<file path="src/rtl/serial_word_arbiter_pkg.sv">
// Shared types for the serial word arbiter: FSM states and link field widths.
// Optional timeout supervision is enabled with SER_ARB_TIMEOUT_EN.
package ser_arb_pkg;

    localparam int ADDR_W = 3;
    localparam int DATA_W = 16;

    typedef enum logic [2:0] {
        IDLE,
        LOAD,
        WAIT_START,
        WAIT_DONE,
        ACKN
    } state_t;

endpackage

</file>
<file path="src/rtl/serial_word_arbiter_if.sv">
// Requester/serializer bundle around the serial word arbiter.
// Optional timeout supervision is enabled with SER_ARB_TIMEOUT_EN.
interface serial_word_arbiter_if #(
    parameter int N_REQ = 4
);
    import ser_arb_pkg::*;

    localparam int ID_W = $clog2(N_REQ);

    logic [N_REQ-1:0]        req;
    logic [ADDR_W*N_REQ-1:0] req_addr;
    logic [DATA_W*N_REQ-1:0] req_data;
    logic [N_REQ-1:0]        ack;
    logic [ADDR_W-1:0]       ser_addr;
    logic [DATA_W-1:0]       ser_data;
    logic                    ser_ena;
    logic                    ser_busy;
    logic [ID_W-1:0]         grant_id;
    logic                    active;
    logic                    err;

    modport master (
        output req, req_addr, req_data, ser_busy,
        input  ack, ser_addr, ser_data, ser_ena, grant_id, active, err
    );

    modport slave (
        input  req, req_addr, req_data, ser_busy,
        output ack, ser_addr, ser_data, ser_ena, grant_id, active, err
    );

endinterface

</file>
<file path="src/rtl/serial_word_arbiter_rr_pick.sv">
// Combinational round-robin select: first set request at or after ptr.
// Used by serial_word_arbiter (SER_ARB_TIMEOUT_EN has no effect here).
module rr_pick #(
    parameter int N_REQ = 4,
    parameter int ID_W  = 2
) (
    input  logic [N_REQ-1:0] req,
    input  logic [ID_W-1:0]  ptr,
    output logic             valid,
    output logic [ID_W-1:0]  idx
);

    assign valid = |req;

    // Scan from farthest to nearest so the nearest hit wins.
    always_comb begin
        idx = '0;
        for (int k = N_REQ - 1; k >= 0; k--) begin
            if (req[ID_W'((int'(ptr) + k) % N_REQ)]) begin
                idx = ID_W'((int'(ptr) + k) % N_REQ);
            end
        end
    end

endmodule

</file>
<file path="src/rtl/serial_word_arbiter.sv">
// Round-robin arbiter sharing one serial word link among N_REQ requesters.
// Define SER_ARB_TIMEOUT_EN to add start/done timeouts with a sticky err flag.
module serial_word_arbiter
    import ser_arb_pkg::*;
#(
    parameter int N_REQ    = 4
`ifdef SER_ARB_TIMEOUT_EN
    ,
    parameter int START_TO = 4,
    parameter int DONE_TO  = 31
`endif
) (
    input logic                 clk,
    input logic                 rst,
    serial_word_arbiter_if.slave bus
);

    localparam int ID_W = $clog2(N_REQ);

    state_t              state, state_n;
    logic [ID_W-1:0]     ptr, ptr_n;
    logic [ID_W-1:0]     gid, gid_n;
    logic [ADDR_W-1:0]   addr_q, addr_n;
    logic [DATA_W-1:0]   data_q, data_n;
    logic                act, act_n;
    logic                pick_valid;
    logic [ID_W-1:0]     pick_idx;
    logic [ID_W-1:0]     gid_inc;

`ifdef SER_ARB_TIMEOUT_EN
    localparam int CNT_W = $clog2(DONE_TO + 1);
    logic [CNT_W-1:0]    cnt, cnt_n;
    logic                err_q, err_n;
`endif

    rr_pick #(
        .N_REQ (N_REQ),
        .ID_W  (ID_W)
    ) u_pick (
        .req   (bus.req),
        .ptr   (ptr),
        .valid (pick_valid),
        .idx   (pick_idx)
    );

    assign gid_inc = (gid == ID_W'(N_REQ - 1)) ? '0 : gid + 1'b1;

    always_comb begin
        state_n = state;
        ptr_n   = ptr;
        gid_n   = gid;
        addr_n  = addr_q;
        data_n  = data_q;
        act_n   = act;
`ifdef SER_ARB_TIMEOUT_EN
        cnt_n   = cnt;
        err_n   = err_q;
`endif
        unique case (state)
            IDLE: begin
                if (pick_valid && !bus.ser_busy) begin
                    gid_n   = pick_idx;
                    addr_n  = bus.req_addr[pick_idx*ADDR_W +: ADDR_W];
                    data_n  = bus.req_data[pick_idx*DATA_W +: DATA_W];
                    act_n   = 1'b1;
                    state_n = LOAD;
                end
            end
            LOAD: begin
                state_n = WAIT_START;
`ifdef SER_ARB_TIMEOUT_EN
                cnt_n   = '0;
`endif
            end
            WAIT_START: begin
                if (bus.ser_busy) begin
                    state_n = WAIT_DONE;
`ifdef SER_ARB_TIMEOUT_EN
                    cnt_n   = '0;
                end else if (cnt == CNT_W'(START_TO - 1)) begin
                    err_n   = 1'b1;
                    act_n   = 1'b0;
                    ptr_n   = gid_inc;
                    state_n = IDLE;
                end else begin
                    cnt_n   = cnt + 1'b1;
`endif
                end
            end
            WAIT_DONE: begin
                if (!bus.ser_busy) begin
                    state_n = ACKN;
`ifdef SER_ARB_TIMEOUT_EN
                end else if (cnt == CNT_W'(DONE_TO - 1)) begin
                    err_n   = 1'b1;
                    act_n   = 1'b0;
                    ptr_n   = gid_inc;
                    state_n = IDLE;
                end else begin
                    cnt_n   = cnt + 1'b1;
`endif
                end
            end
            ACKN: begin
                ptr_n   = gid_inc;
                act_n   = 1'b0;
                state_n = IDLE;
            end
            default: state_n = IDLE;
        endcase
    end

    always_ff @(posedge clk) begin
        if (rst) begin
            state  <= IDLE;
            ptr    <= '0;
            gid    <= '0;
            addr_q <= '0;
            data_q <= '0;
            act    <= 1'b0;
`ifdef SER_ARB_TIMEOUT_EN
            cnt    <= '0;
            err_q  <= 1'b0;
`endif
        end else begin
            state  <= state_n;
            ptr    <= ptr_n;
            gid    <= gid_n;
            addr_q <= addr_n;
            data_q <= data_n;
            act    <= act_n;
`ifdef SER_ARB_TIMEOUT_EN
            cnt    <= cnt_n;
            err_q  <= err_n;
`endif
        end
    end

    assign bus.ser_ena  = (state == LOAD);
    assign bus.ack      = {N_REQ{state == ACKN}} & (N_REQ'(1) << gid);
    assign bus.ser_addr = addr_q;
    assign bus.ser_data = data_q;
    assign bus.grant_id = gid;
    assign bus.active   = act;
`ifdef SER_ARB_TIMEOUT_EN
    assign bus.err      = err_q;
`else
    assign bus.err      = 1'b0;
`endif

endmodule

</file>
<file path="src/flat_wrapper.sv">
// flat-port wrapper written by rule: the top's interface ports become plain ports
module serial_word_arbiter_flat import ser_arb_pkg::*;
#(
    parameter int N_REQ    = 4

)
  (clk, rst, bus_req, bus_req_addr, bus_req_data, bus_ser_busy, bus_ack, bus_ser_addr, bus_ser_data, bus_ser_ena, bus_grant_id, bus_active, bus_err);
  serial_word_arbiter_if #(.N_REQ(N_REQ)) bus_i ();
  input logic clk;
  input logic rst;
  input wire logic [$bits(bus_i.req)-1:0] bus_req;
  input wire logic [$bits(bus_i.req_addr)-1:0] bus_req_addr;
  input wire logic [$bits(bus_i.req_data)-1:0] bus_req_data;
  input wire logic [$bits(bus_i.ser_busy)-1:0] bus_ser_busy;
  output wire logic [$bits(bus_i.ack)-1:0] bus_ack;
  output wire logic [$bits(bus_i.ser_addr)-1:0] bus_ser_addr;
  output wire logic [$bits(bus_i.ser_data)-1:0] bus_ser_data;
  output wire logic [$bits(bus_i.ser_ena)-1:0] bus_ser_ena;
  output wire logic [$bits(bus_i.grant_id)-1:0] bus_grant_id;
  output wire logic [$bits(bus_i.active)-1:0] bus_active;
  output wire logic [$bits(bus_i.err)-1:0] bus_err;
  assign bus_i.req = bus_req;
  assign bus_i.req_addr = bus_req_addr;
  assign bus_i.req_data = bus_req_data;
  assign bus_i.ser_busy = bus_ser_busy;
  assign bus_ack = bus_i.ack;
  assign bus_ser_addr = bus_i.ser_addr;
  assign bus_ser_data = bus_i.ser_data;
  assign bus_ser_ena = bus_i.ser_ena;
  assign bus_grant_id = bus_i.grant_id;
  assign bus_active = bus_i.active;
  assign bus_err = bus_i.err;
  serial_word_arbiter #(.N_REQ(N_REQ)) u_core (.clk(clk), .rst(rst), .bus(bus_i));
endmodule
</file>
<file path="config.mk">
export PLATFORM = sky130hd
export DESIGN_NAME = serial_word_arbiter_flat
export DESIGN_NICKNAME = d
export VERILOG_FILES = /design/src/rtl/serial_word_arbiter_pkg.sv /design/src/rtl/serial_word_arbiter_if.sv /design/src/rtl/serial_word_arbiter_rr_pick.sv /design/src/rtl/serial_word_arbiter.sv /design/src/flat_wrapper.sv
export SDC_FILE = /design/constraint.sdc
export NUM_CORES = 1
export LEC_CHECK = 0
export CORE_ASPECT_RATIO = 2
export CORE_MARGIN = 2
export CORE_UTILIZATION = 40
export CTS_BUF_LIST = sky130_fd_sc_hd__clkbuf_8
export CTS_CLUSTER_SIZE = 28
export DETAILED_ROUTE_END_ITERATION = 7
export PLACE_DENSITY = 0.89
export SLEW_MARGIN = 20
export SYNTH_ARGS = -nofsm -noshare
export SYNTH_HDL_FRONTEND = slang
export SYNTH_SLANG_ARGS = --single-unit
</file>
<file path="constraint.sdc">
create_clock -name clk -period 5.9 [get_ports clk]
set_clock_uncertainty 0.2 [all_clocks]
set_input_delay 0.59 -clock clk [delete_from_list [all_inputs] [get_ports clk]]
set_output_delay 0.59 -clock clk [all_outputs]
set_load 0.02 [all_outputs]
</file>
After elaboration in Yosys (flattened, before gate mapping)
Cells that the tools add are included.

Logic and storage cells: 58. Register bits: 27. Input bits: 83. Output and inout bits: 28.

Shifts and indexed selects: 3. Add/subtract/negate cells: 4. Mux-type cells: 23. Equality and inequality tests: 8. Bitwise gates (word level): 1. Reduce and logical (&&, ||, !) cells: 8. Multipliers: 1. $lt $le $gt $ge: 4.

Operators by type and width (number): variable part select 64 x 7 -> 16 bit (1); < comparator 2 x 4 -> 1 bit (second input constant) (4); case mux 3 bit (4 select lines) (1); variable part select 12 x 5 -> 3 bit (1); 2-to-1 mux 2 bit (5); 2-to-1 mux 1 bit (9); 2-to-1 mux 3 bit (3); binary-select mux 1 bit (select 2 bit) (4); == test 3 x 2 -> 1 bit (second input constant) (2); adder 2 x 1 -> 2 bit (second input constant) (2); adder 2 bit (second input constant) (2); bitwise AND 4 bit (1); multiplier 2 x 2 -> 4 bit (second input constant) (1); inequality test 2 bit (second input constant) (2); AND reduction 2 bit (2); OR reduction 4 bit (1); left shift 1 x 2 -> 4 bit (first input constant) (1); == test 3 x 1 -> 1 bit (second input constant) (1); == test 3 bit (second input constant) (1); logical NOT 3 bit (1); AND reduction 3 bit (1); == test 2 bit (second input constant) (1); inequality test 2 x 1 -> 1 bit (second input constant) (1); case mux 1 bit (2 select lines) (1); other kinds (3) (3).

Depth between registers and ports, before layout
Word-level depth: 10. Gate-level depth with buffers: 8. Depth with buffers taken out: 5.

Hierarchy
Synthesis repeated with hierarchy kept, for this count alone.

Cells, all modules: 127. Area, all modules: 1551.5 um^2.

Modules (own cells, without submodules): serial_word_arbiter (area each 1473.9 um^2, times used 1, cells an instance 114); rr_pick (area each 77.6 um^2, times used 1, cells an instance 13).

Worst setup path before layout
Ideal clock, no wire load.

Path type: input-to-reg. Start: in bus_ser_busy. End: reg u_core.data_q[9] (netlist: u_core.bus.ser_data[9]). Path slack: 3661 ps. Arrival time: 1906 ps. Data required time: 5567 ps. Stages on the path: 8. Setup time: 133 ps. Cell sequence: or3_1 > or3_1 > buf_6 > nor2b_1 > buf_2 > buf_6 > nand2_1 > o221ai_1.

Longest elaborated chain between the ends: 3.

RTL lines: from (decl) (line flat_wrapper.sv:14) `input wire logic [$bits(bus_i.ser_busy)-1:0] bus_ser_busy;`; logical NOT 1 bit (line serial_word_arbiter.sv:61) `if (pick_valid && !bus.ser_busy) begin`; logical AND 1 bit (line serial_word_arbiter.sv:61); AND reduction 2 bit (no line); to (signal assigned) (line serial_word_arbiter.sv:130) `data_q <= data_n;`; to (decl) (line serial_word_arbiter.sv:24) `logic [DATA_W-1:0] data_q, data_n;`.

Every way passes these cells. A chain may end at the register's enable or synchronous reset.

Worst setup path after layout
Start: in bus_req[0]. End: reg u_core.data_q[10] (netlist: u_core.bus.ser_data[10]).

Longest elaborated chain between the ends: 8.

RTL lines: from (decl) (line flat_wrapper.sv:11) `input wire logic [$bits(bus_i.req)-1:0] bus_req;`; binary-select mux 1 bit (select 2 bit) (line serial_word_arbiter_rr_pick.sv:19) `if (req[ID_W'((int'(ptr) + k) % N_REQ)]) begin`; 2-to-1 mux 1 bit (not written as such) (2 in a row) (line serial_word_arbiter_rr_pick.sv:19); 2-to-1 mux 2 bit (4 in a row) (line serial_word_arbiter_rr_pick.sv:19); variable part select 64 x 7 -> 16 bit (line serial_word_arbiter.sv:64) `data_n = bus.req_data[pick_idx*DATA_W +: DATA_W];`.

Several ways; a longest one is shown, not always the timed one. The select of a mux whose other input is x is not followed.

==> flow_metrics.py <==
metrics = {
    "placement": {
        "placed_area_sq_um": 2730,
        "dpl.hpwl_um": 3950,
        "gp_congestion": 0.742,
        "place_inst": 318,
        "port_buffers": 109,
        "preCtsSetupSlack_ps": 2610,
    },
    "sta": {
        "fin_crit_sh_pct": 50.8,
        "worst_slew_margin_rel_pct": 35.7,
        "tns_ps": 0,
        "hold_viol": 0,
        "fin_ws_ps": 2910,
        "rsz0062_at_grt": "false",
        "period_needed_ps": 2990,
        "max_freq_ghz": 0.334,
        "holdWs_ps": 273,
        "worst_pin_slew_ps": 964,
        "slew_viol_final": 0,
        "setup_viol": 0,
    },
    "power_and_ir_drop": {
        "leakagePower_nw": 1.02,
        "peakVddDrop_uv": 173,
        "power_uw": 486,
        "power_density_nw_per_um2": 176,
    },
    "logic_synthesis": {
        "post-synth-top-count-cell": "mux2i_1",
        "synth.largest_area_cell": "dfxtp_1",
        "ys.flop_type": "dfxtp_1",
        "synth_cell_type_count": 32,
        "ys_warn_count": 0,
        "synth_edf_count": 0,
        "synth.top_cell.area_share_pct": 33.0,
        "syn_avg_cell_area_sq_um": 9.76,
        "yosys-top-cells-area": "dfxtp_1, mux2i_1, o221ai_2",
        "synth-seq-cells": 27,
        "synth_nets": 255,
        "ys_seq_area_share_pct": 33.0,
        "synth_common_cells": "mux2i_1, dfxtp_1, nand2_1",
        "async_flop_share_pct": 0,
        "netlist_area_sq_um": 1640,
        "synthCells": 168,
    },
    "final_layout": {
        "fillers": 325,
        "final_cells": 322,
        "register_area_sq_um": 541,
        "fin_area_sq_um": 2770,
        "drive_above_1_share_pct": 6.67,
        "fin_util_pct": 69.2,
        "multi_input_area_sq_um": 995,
        "nets": 358,
        "diodes": 0,
        "synthToLayoutAreaGrowth_pct": 68.9,
    },
    "global_routing": {
        "grt_max_degree": 22,
        "grt_first_pass_wirelength_um": 7760,
        "overflow": 0,
        "antenna_found_initial": 0,
        "track_usage_pct": 20.9,
        "grt_pass1_vias": 1698,
    },
    "floorplanning": {
        "die_h_um": 94.6,
        "initial_core_util_pct": 41.0,
        "die_w_um": 49.3,
        "die_area_sq_um": 4660,
        "io_pins": 111,
        "row_count": 33,
        "core-area_sq_um": 4010,
    },
    "clock_network": {
        "clk_pin_slew_ps": 90,
        "cts_inserted_buffers": 3,
        "htree_levels": 1,
        "clk_latency_ps": 270,
        "post_cts_buffers": 0,
        "cts.sinks": 27,
        "clock-root-buffer": "clkbuf_8",
        "holdBufCountCts": 0,
        "cts_tree": "done",
        "clk_path_buf_depth": 2,
        "cts_resized": 0,
    },
    "drt": {
        "drt-total-wl_um": 4850,
        "postRouteAntennaNets": 0,
        "first_pass_iters": 4,
        "drc": 0,
        "via_per_inst": 5.29,
        "num_vias": 1702,
        "drtIter0Drc": 18,
        "wl_per_cell_um": 15.1,
    },
    "worst_setup_path": {
        "reg2reg_to": "u_core.bus.ser_data[0]$_SDFFE_PP0P_",
        "cp_slowest_cell": "a21oi_4",
        "worstPathRequired_ps": 5830,
        "path_delay_family": "compound AO/OA/AOI/OAI gates",
        "startpoint_type": "primary input",
        "crit_buf_inv": 2,
        "cp-end-kind": "flop",
        "criticalPathCategory": "in -> reg",
        "path_max_fanout": 21,
        "cp_cell_sequence": "clkdlybuf4s50_1 -> a21oi_1 -> o21ai_0 -> a21oi_4 -> buf_4 -> mux2i_1 -> o221ai_2",
        "r2r_setup_slack_ps": 3320,
        "reg2reg_depth": 5,
        "cp_slowest_stage_delay_ps": 670,
        "critPathArrivalTime_ps": 2920,
        "r2r_start": "u_core.state[1]$_SDFFE_PP0P_",
    },
    "min_path": {
        "whs_path_depth": 2,
        "hold_end": "u_core.bus.ser_data[4]$_SDFFE_PP0P_",
        "min_path_type": "reg -> reg",
        "holdCritStartpoint": "u_core.bus.ser_data[4]$_SDFFE_PP0P_",
    },
    "status": {
        "status": "complete, no violations",
    },
    "job": {
        "max_cap_viol_count": 0,
    },
}
## state kept, by name, indices dropped and copies added, names as in the netlist
| register | cells |
|---|---|
| u_core.bus.active | 1 |
| u_core.bus.grant_id | 2 |
| u_core.bus.ser_addr | 3 |
| u_core.bus.ser_data | 16 |
| u_core.ptr | 2 |
| u_core.state | 3 |
## logic make-up after synthesis
family	synth area share, %
flops	33.0
fa+ha+maj	3.05
buf+inv	7.09
simple gates	14.9
mux	24.4
other cells	0.229
compound gates	17.4
## cell type report
| cell class | count | share of cell area [%] |
|---|---|---|
| Timing Repair Buffer | 111 | 39.9 |
| Multi-Input combinational cell | 123 | 35.9 |
| Sequential cell | 27 | 19.5 |
| Tap cell | 52 | 2.35 |
| Clock buffer | 3 | 1.49 |
| Inverter | 5 | 0.678 |
| Clock inverter | 1 | 0.136 |
## worst max-delay path by stage
| stage | cells after the start | start | to | slack (ps) |
|---|---|---|---|---|
| 6_report | 7 | bus_req[0] | u_core.bus.ser_data[10]$_SDFFE_PP0P_ | 2910 |
| 5_1_grt | 6 | bus_req[3] | u_core.bus.ser_data[0]$_SDFFE_PP0P_ | 2710 |
| 4_1_cts | 6 | bus_req[3] | u_core.bus.ser_data[0]$_SDFFE_PP0P_ | 2890 |
| 3_5_place_dp | 7 | bus_req[0] | u_core.bus.ser_data[10]$_SDFFE_PP0P_ | 2610 |
| 3_3_place_gp | 6 | bus_req[3] | u_core.bus.ser_data[7]$_SDFFE_PP0P_ | 2710 |
| 2_1_floorplan | 8 | bus_ser_busy | u_core.bus.ser_data[9]$_SDFFE_PP0P_ | 3660 |
## routing by layer
| metal | vias to the layer above | wire (um) | GRT usage, % | part of all wire, % |
|---|---|---|---|---|
| li1 | 824 | - | - | - |
| met1 | 766 | 1910 | 23.6 | 39 |
| met2 | 103 | 2310 | 35.6 | 48 |
| met3 | 9 | 527 | 6.96 | 11 |
| met4 | 0 | 99 | 8.57 | 2.0 |
| met5 | - | 0 | 0 | 0 |
## tightest hold or removal path, delay by kind of cell, from the launching register on
kind / cells / cell delay [ps]
flops: 1 / 340
compound gates: 1 / 60
simple gates: 1 / 50
## power breakdown
group	leakage [nW]	total [mW]	switching (mW)	internal, mW
clock network	0.0269	0.101	0.0545	0.0466
registers	0.221	0.208	0.0101	0.198
logic	0.772	0.177	0.0746	0.102
total	1.02	0.486	0.139	0.347
## placed cells by master, fill, tap and decap left out
cell	Yosys	routed
clkdlybuf4s50_1	0	109
mux2i_1	40	40
dfxtp_1	27	27
nand2_1	22	22
o221ai_1	10	10
o221ai_2	9	9
inv_1	5	6
a21oi_1	7	6
nor2_1	5	5
nand2b_1	4	4
and3_1	4	4
ha_1	4	4
clkbuf_8	0	3
nor4_1	2	2
or3_1	2	2
o21ai_0	2	2
buf_4	1	2
a22o_1	1	1
a221oi_1	1	1
nor2_4	1	1
nand2_2	1	1
a21oi_4	0	1
nor2b_1	1	1
nor4b_1	1	1
nor3_1	1	1
nor3b_1	1	1
and3b_2	1	1
nand3_1	1	1
nand3b_1	1	1
conb_1	1	1
Note: power is estimated with default switching activity, not from simulation.
